**config.mk**
```make
export PLATFORM = sky130hd
export DESIGN_NAME = wlo_search_ctrl
export DESIGN_NICKNAME = d
export VERILOG_FILES = /design/src/rtl/wlo_search_ctrl.sv
export SDC_FILE = /design/constraint.sdc
export NUM_CORES = 1
export LEC_CHECK = 0
export ABC_AREA = 1
export CORE_ASPECT_RATIO = 0.9
export CORE_MARGIN = 5
export CORE_UTILIZATION = 51
export DETAILED_ROUTE_END_ITERATION = 7
export PLACE_DENSITY_LB_ADDON = 0.2
export SLEW_MARGIN = 20
export SYNTH_ARGS = -nofsm -noshare
export SYNTH_HDL_FRONTEND = slang
export SYNTH_SLANG_ARGS = --single-unit
```
**constraint.sdc**
```tcl
create_clock -name clk -period 2.69 [get_ports clk]
set_input_delay 0.538 -clock clk [delete_from_list [all_inputs] [get_ports clk]]
set_output_delay 0.538 -clock clk [all_outputs]
set_load 0.05 [all_outputs]
```
**src/rtl/wlo_search_ctrl.sv**
```systemverilog
// Greedy word-length search: per variable, trims fractional bits one at a time while the
// externally evaluated error stays within threshold, restoring the last good value on reject.
module wlo_search_ctrl #(
    parameter int NUM_VAR  = 4,
    parameter int MAX_LEN  = 32,
    parameter int INT_POS  = 16,
    parameter int MIN_FRAC = 0,
    parameter int ERR_W    = 32,
    parameter int TIMEOUT  = 1024
) (
    input  logic                   clk,
    input  logic                   rst,
    input  logic                   start,
    input  logic                   abort,
    input  logic [7:0]             init_int,
    input  logic [7:0]             init_frac,
    input  logic [ERR_W-1:0]       err_thresh,
    output logic                   eval_start,
    input  logic                   eval_done,
    input  logic [ERR_W-1:0]       eval_err,
    output logic [NUM_VAR*8-1:0]   cfg_int,
    output logic [NUM_VAR*8-1:0]   cfg_frac,
    output logic                   busy,
    output logic                   done,
    output logic [15:0]            iter_cnt,
    output logic                   timeout_flag
);

    localparam int VW = (NUM_VAR > 1) ? $clog2(NUM_VAR) : 1;
    localparam int TW = $clog2(TIMEOUT) + 1;
    localparam logic [7:0]    INT_POS8  = 8'(INT_POS);
    localparam logic [7:0]    MIN_FRAC8 = 8'(MIN_FRAC);
    localparam logic [7:0]    RST_INT8  = 8'(MAX_LEN - INT_POS);
    localparam logic [VW-1:0] LAST_V    = VW'(NUM_VAR - 1);
    localparam logic [TW-1:0] TMO_LAST  = TW'(TIMEOUT - 1);

    typedef enum logic [2:0] {IDLE, INIT, TRY, EVAL, DECIDE, NEXT, DONE} state_t;

    state_t            state;
    state_t            state_nxt;
    logic [7:0]        int_q  [NUM_VAR];
    logic [7:0]        frac_q [NUM_VAR];
    logic [VW-1:0]     v;
    logic [TW-1:0]     timer;
    logic [ERR_W-1:0]  thresh_q;
    logic [ERR_W-1:0]  err_q;
    logic              trial_tmo;

    logic at_min;
    logic got_done;
    logic expired;
    logic accept;
    logic aborting;

    // The evaluator cannot answer in the same cycle it is started, so the first EVAL cycle ignores eval_done.
    assign at_min   = frac_q[v] <= MIN_FRAC8;
    assign got_done = eval_done && (timer != '0);
    assign expired  = !got_done && (timer == TMO_LAST);
    assign accept   = !trial_tmo && (err_q <= thresh_q);
    assign aborting = abort && (state != IDLE);

    always_ff @(posedge clk) begin
        if (rst) state <= IDLE;
        else     state <= state_nxt;
    end

    always_comb begin
        state_nxt = state;
        case (state)
            IDLE:    if (start) state_nxt = INIT;
            INIT:    state_nxt = TRY;
            TRY:     state_nxt = at_min ? NEXT : EVAL;
            EVAL:    if (got_done || expired) state_nxt = DECIDE;
            DECIDE:  state_nxt = accept ? TRY : NEXT;
            NEXT:    state_nxt = (v == LAST_V) ? DONE : TRY;
            DONE:    state_nxt = IDLE;
            default: state_nxt = IDLE;
        endcase
        if (aborting) state_nxt = IDLE;
    end

    always_ff @(posedge clk) begin
        if (rst) begin
            for (int i = 0; i < NUM_VAR; i++) begin
                int_q[i]  <= RST_INT8;
                frac_q[i] <= INT_POS8;
            end
            v            <= '0;
            timer        <= '0;
            thresh_q     <= '0;
            err_q        <= '0;
            trial_tmo    <= 1'b0;
            busy         <= 1'b0;
            done         <= 1'b0;
            eval_start   <= 1'b0;
            iter_cnt     <= '0;
            timeout_flag <= 1'b0;
        end else begin
            busy       <= state_nxt != IDLE;
            done       <= state_nxt == DONE;
            eval_start <= (state == TRY) && (state_nxt == EVAL);
            if (aborting) begin
                // A trial in flight holds a decremented value that was never accepted.
                if (state == EVAL || state == DECIDE) frac_q[v] <= frac_q[v] + 8'd1;
            end else begin
                case (state)
                    INIT: begin
                        for (int i = 0; i < NUM_VAR; i++) begin
                            int_q[i]  <= init_int;
                            frac_q[i] <= (init_frac > INT_POS8) ? INT_POS8 : init_frac;
                        end
                        v            <= '0;
                        iter_cnt     <= '0;
                        timeout_flag <= 1'b0;
                        thresh_q     <= err_thresh;
                    end
                    TRY: begin
                        if (!at_min) frac_q[v] <= frac_q[v] - 8'd1;
                        timer     <= '0;
                        trial_tmo <= 1'b0;
                    end
                    EVAL: begin
                        timer <= timer + TW'(1);
                        if (got_done) begin
                            err_q <= eval_err;
                        end else if (expired) begin
                            trial_tmo    <= 1'b1;
                            timeout_flag <= 1'b1;
                        end
                    end
                    DECIDE: begin
                        if (iter_cnt != 16'hFFFF) iter_cnt <= iter_cnt + 16'd1;
                        if (!accept) frac_q[v] <= frac_q[v] + 8'd1;
                    end
                    NEXT: if (v != LAST_V) v <= v + VW'(1);
                    default: ;
                endcase
            end
        end
    end

    for (genvar g = 0; g < NUM_VAR; g++) begin : g_pack
        assign cfg_int[8*g +: 8]  = int_q[g];
        assign cfg_frac[8*g +: 8] = frac_q[g];
    end

endmodule

```
Yosys cells after proc, flatten, opt, wreduce, memory -nomap -nowiden

Memory sizes are Yosys's and may differ from the RTL's. A register that Yosys moved wholly into a read port is not among the register bits.
Index checks and enable logic that the tools add are counted.

$add $sub $neg: 5
Magnitude comparators: 3
Equality and inequality tests: 15
Muxes and demuxes: 52
Bitwise logic cells: 11
Reduce and logical (&&, ||, !) cells: 25

Operators with widths:

| kind                                                           | number |
|---|---|
| two-way mux 8 bit                                              | 12 |
| less-or-equal comparator 32 bit                                | 1 |
| case mux 16 bit (2 select lines)                               | 1 |
| two-way mux 1 bit                                              | 23 |
| case mux 11 bit (2 select lines)                               | 1 |
| two-way mux 3 bit                                              | 6 |
| case mux 3 bit (6 select lines)                                | 1 |
| adder 16 x 1 -> 16 bit, second input constant                  | 1 |
| two-way mux 16 bit                                             | 1 |
| inequality test 16 bit, second input constant                  | 1 |
| adder 11 x 1 -> 11 bit, second input constant                  | 1 |
| equality test 11 x 10 -> 1 bit, second input constant          | 1 |
| nonzero test 11 bit                                            | 1 |
| bitwise OR 1 bit                                               | 10 |
| equality test 3 x 2 -> 1 bit, second input constant            | 3 |
| equality test 3 bit, second input constant                     | 3 |
| AND reduction 3 bit                                            | 3 |
| adder 8 x 1 -> 8 bit, second input constant                    | 1 |
| greater-than comparator 8 x 5 -> 1 bit, second input constant  | 1 |
| less-or-equal comparator 8 x 1 -> 1 bit, second input constant | 1 |
| two-way mux 2 bit                                              | 4 |
| inequality test 2 bit, second input constant                   | 4 |
| AND reduction 4 bit                                            | 2 |
| nonzero test 2 bit                                             | 4 |
| other kinds (15)                                               | 24 |

Flip-flop bits (word level): 101
RAM bits: 64
Bits of input ports: 85
Output and inout port bits: 84
Word-level logic and storage cells: 124
Memories kept: 2

Memory list:

| memory | words | bits a word | read ports | clocked after memory_dff | write ports | line | text |
|---|---|---|---|---|---|---|---|
| frac_q | 4     | 8           | 5          | 1                        | 4           | 42   | `logic [7:0] frac_q [NUM_VAR];` |
| int_q  | 4     | 8           | 4          | 0                        | 4           | 41   | `logic [7:0] int_q [NUM_VAR];` |

Logic depth before layout (Yosys ltp)

Depth in word-level cells: 10
Gate-level depth with buffers: 20
Gate-level depth less buffers: 20

Worst setup path before layout

OpenSTA, ideal clock, no wires.

Kind: register to register
From: memory frac_q[3][0]
To: memory frac_q[0][0], enable pin
Setup time: 308 ps
Data arrival time: 2087 ps
Slack: 295 ps
Stages on the path, launching flop included: 13
Path buffers: 0
Period minus slack after synthesis: 2395 ps
Cells stage by stage: edfxtp_1 -> nand2_1 -> nand2_1 -> o21ai_2 -> ha_1 -> and3_1 -> nand2_2 -> nand3_4 -> o21ai_2 -> inv_2 -> nand2_4 -> nand2_1 -> nand2_1

RTL lines:

| what               | line |
|---|---|
| start: declaration | 42 |

==> impl_metrics.py <==
metrics = {
    "sta": {
        "maxSlewViolCount": 0,
        "setup_viol": 0,
        "fin_crit_ns": 2.48,
        "setup_ws_ns": 0.209,
        "rsz0062_at_grt": "false",
        "hold_viol_final": 0,
        "tightest_slew_ns": 0.726,
        "setup-tns-final_ns": 0,
        "max-slew-margin-rel_pct": 51.4,
        "period_share_pct": 92.2,
        "max_freq_mhz": 403,
        "skew_ns": 0.00731,
    },
    "floorplan": {
        "io_pins": 169,
        "start_util_pct": 52.4,
        "die_area_sq_um": 17100,
        "die_w_um": 137,
        "core_sq_um": 14200,
        "rows": 41,
        "dieHeight_um": 124,
    },
    "detailed_routing": {
        "wirelength_um": 18500,
        "drc": 0,
        "vias": 6705,
        "drt_pass1_iterations": 5,
        "wl_per_cell_um": 14.0,
        "drt-initial-drc-count": 496,
        "antenna_left": 0,
        "routed_via_density": 5.07,
    },
    "layout": {
        "fillers": 1192,
        "n_antenna_cell": 0,
        "drive_above_1_share_pct": 6.82,
        "area_growth_syn_to_layout_pct": 31.3,
        "final_nets": 1243,
    },
    "logic_synthesis": {
        "ys_dominant_reg_cell": "dfxtp_1",
        "synth_area_leader_cell": "dfxtp_1",
        "syn-num-nets": 1088,
        "synthTopCellsByArea": "dfxtp_1 28%, edfxtp_1 16%, nand2_1 11%",
        "yosysWarnings": 0,
        "synth_top_area_share_pct": 27.8,
        "synth_edf_count": 40,
        "syn_inst": 961,
        "yosysMostFrequentCell": "nand2_1",
        "ys_seq_elements": 143,
        "synth_cell_types": 39,
        "synthArstFlopShare_pct": 0,
        "ys_seq_area_share_pct": 44.0,
        "syn_avg_cell_area_sq_um": 7.72,
        "netlist_area_sq_um": 7420,
        "synth_common_cells": "214 x nand2_1, 126 x inv_1, 103 x dfxtp_1, 81 x nor2_1, 72 x a21oi_1",
    },
    "worst_hold_path": {
        "hold_start": "err_q[5]",
        "holdCritPathClass": "reg2reg",
    },
    "cts": {
        "htreeDepth": 4,
        "post-cts-setup-buffers": 0,
        "cts_tree": "yes",
        "cts.sinks": 143,
        "clk_pin_slew_ns": 0.06,
        "cts_buffer_depth": 2,
        "cts_resized": 0,
        "cts-hold-fix-buffers": 0,
        "clk_latency_ns": 0.42,
        "cts-root-buf": "clkbuf_16",
        "numCtsBuffers": 17,
    },
    "setup_path": {
        "cp_common_cell": "nand2_1",
        "cp_top_family": "simple AND/OR/NAND/NOR gates",
        "critPathCaptureType": "register",
        "worstSetupStartpoint": "thresh_q[31]",
        "path_buf_inv": 1,
        "cp_cell_sequence": "inv_1 -> ha_1 -> nand2_1 -> nor2_1 -> nand2_1 -> nor2_1 -> nand2_1 -> nand2_1 -> nand2_1 -> nand2_1 -> nand3_1 -> nand2_4 -> nand2_1 -> nand2_2",
        "cp_max_fo": 9,
        "r2r-start": "thresh_q[31]",
        "cp_slowest_stage_delay_ns": 0.32,
        "crit_required_ns": 2.79,
        "arrival_ns": 2.58,
        "start_kind": "register",
        "slowest_stage": "dfxtp_1",
        "critPathKind": "reg2reg",
    },
    "global_route": {
        "grt_pass1_wl_um": 30500,
        "globalRouteTotalUtil_pct": 22.0,
        "grt.overflow.total": 0,
        "grt_antenna_before_repair": 0,
        "grt_max_degree": 65,
        "grt_pass1_vias": 6420,
    },
    "pwr": {
        "seq_power_share_pct": 40.0,
        "swShare_pct": 31.6,
        "power_switching_mw": 1.89,
        "max-vdd-ir-drop_v": 0.000495,
        "clkPwrFrac_pct": 35.5,
        "internal-power_mw": 4.11,
        "comb_power_share_pct": 24.6,
        "p_per_area_nw_per_um2": 616,
        "leakagePower_nw": 3.95,
    },
    "flow_run": {
        "max_cap_viol_count": 0,
    },
    "placed_design": {
        "port_buffers": 168,
        "place_ws_ns": 0.0639,
        "globalplace.congestion": 0.918,
        "dp_hpwl_um": 13900,
    },
    "status": {
        "status": "completed",
    },
}
-- routing by layer --
| layer | vias to the layer above | part of all wire [%] | GRT usage [%] |
|---|---|---|---|
| met2 | 253 | 47 | 35.7 |
| met4 | 0 | 1.6 | 6.28 |
| met1 | 3009 | 44 | 29.2 |
| met3 | 30 | 7.4 | 5.13 |
| met5 | - | 0 | 0 |
| li1 | 3413 | - | - |
-- logic make-up (layout without fill, tap and decap cells) --
group | count (synthesis) | after routing | share of synthesized area (%)
flip-flops | 143 | 143 | 44.0
XOR/XNOR | 21 | 21 | 2.48
buffers and inverters | 185 | 353 | 11.1
adder cells (fa/ha/maj) | 42 | 42 | 7.08
AND/OR/NAND/NOR | 403 | 403 | 23.3
AO/OA/AOI/OAI | 167 | 167 | 12.1
-- registers in the layout (all words and copies together) (netlist names), 2 cells and up, named ones only --
register,flops
err_q,32
frac_q,32
thresh_q,32
iter_cnt,16
timer,11
int_q,8
state,3
v,2
-- final timing paths --
path,end,slack (ns),depth (start not counted)
max,frac_q[3][5],0.21,14
min,err_q[5],0.44,2
min reg2reg,err_q[5],0.44,2
max reg2reg,frac_q[3][5],0.21,14
-- power by group through the flow --
stage / Combinational, mW / Sequential, mW / Clock, mW
6_report: 1.47 / 2.40 / 2.13
5_1_grt: 1.61 / 2.41 / 2.25
4_1_cts: 1.47 / 2.40 / 2.16
3_5_place_dp: 1.46 / 2.45 / 0
3_3_place_gp: 1.44 / 2.44 / 0
2_1_floorplan: 0.791 / 2.64 / 0
-- cell type report --
| class | count | area [sq um] | area share, % |
|---|---|---|---|
| clock buffers | 19 | 433 | 4.44 |
| clock inverters | 13 | 98.8 | 1.01 |
| inverters | 133 | 502 | 5.15 |
| multi-input cells | 633 | 3350 | 34.4 |
| flip-flops and latches | 143 | 3260 | 33.5 |
| well taps | 193 | 241 | 2.48 |
| repair buffers | 188 | 1860 | 19.1 |
-- worst reg2reg max path, cell delays in order (launching register included) --
cell     delay (ns)
dfxtp_1        0.32
inv_1          0.06
ha_1           0.29
nand2_1        0.07
nor2_1         0.14
nand2_1        0.09
nor2_1         0.23
nand2_1        0.09
nand2_1        0.06
nand2_1        0.07
nand2_1        0.11
nand3_1        0.13
nand2_4        0.15
nand2_1        0.14
nand2_2        0.23
-- through the flow --
step           hold WS (ns)  total power, mW  utilization (%)  cells  instance area [sq um]
6_report              0.445             6.00             68.8   1322                   9740
5_1_grt               0.465             6.27             68.8   1322                   9740
4_1_cts               0.450             6.03             68.7   1322                   9730
3_5_place_dp          0.442             3.91             65.0   1290                   9200
3_3_place_gp          0.438             3.88             65.0   1290                   9200
2_1_floorplan         0.427             3.43                -    961                   7420
-- cell usage in the layout (no fill, tap or decap), types with 4 or more instances in the layout --
| cell type | n |
|---|---|
| dfxtp_1 | 103 |
| nor4_1 | 5 |
| edfxtp_1 | 40 |
| buf_4 | 18 |
| a21oi_1 | 72 |
| nand4_1 | 10 |
| xnor2_1 | 6 |
| inv_2 | 6 |
| ha_1 | 42 |
| o21ai_2 | 4 |
| clkinv_2 | 5 |
| a31oi_1 | 4 |
| o21ai_0 | 70 |
| nand2_2 | 11 |
| clkdlybuf4s50_1 | 168 |
| xor2_1 | 15 |
| nor3_1 | 11 |
| nor2_1 | 80 |
| inv_1 | 126 |
| nand3_1 | 63 |
| nand2_1 | 210 |
| a211oi_1 | 5 |
| clkbuf_16 | 17 |
Power figures use the tool's default switching activity.
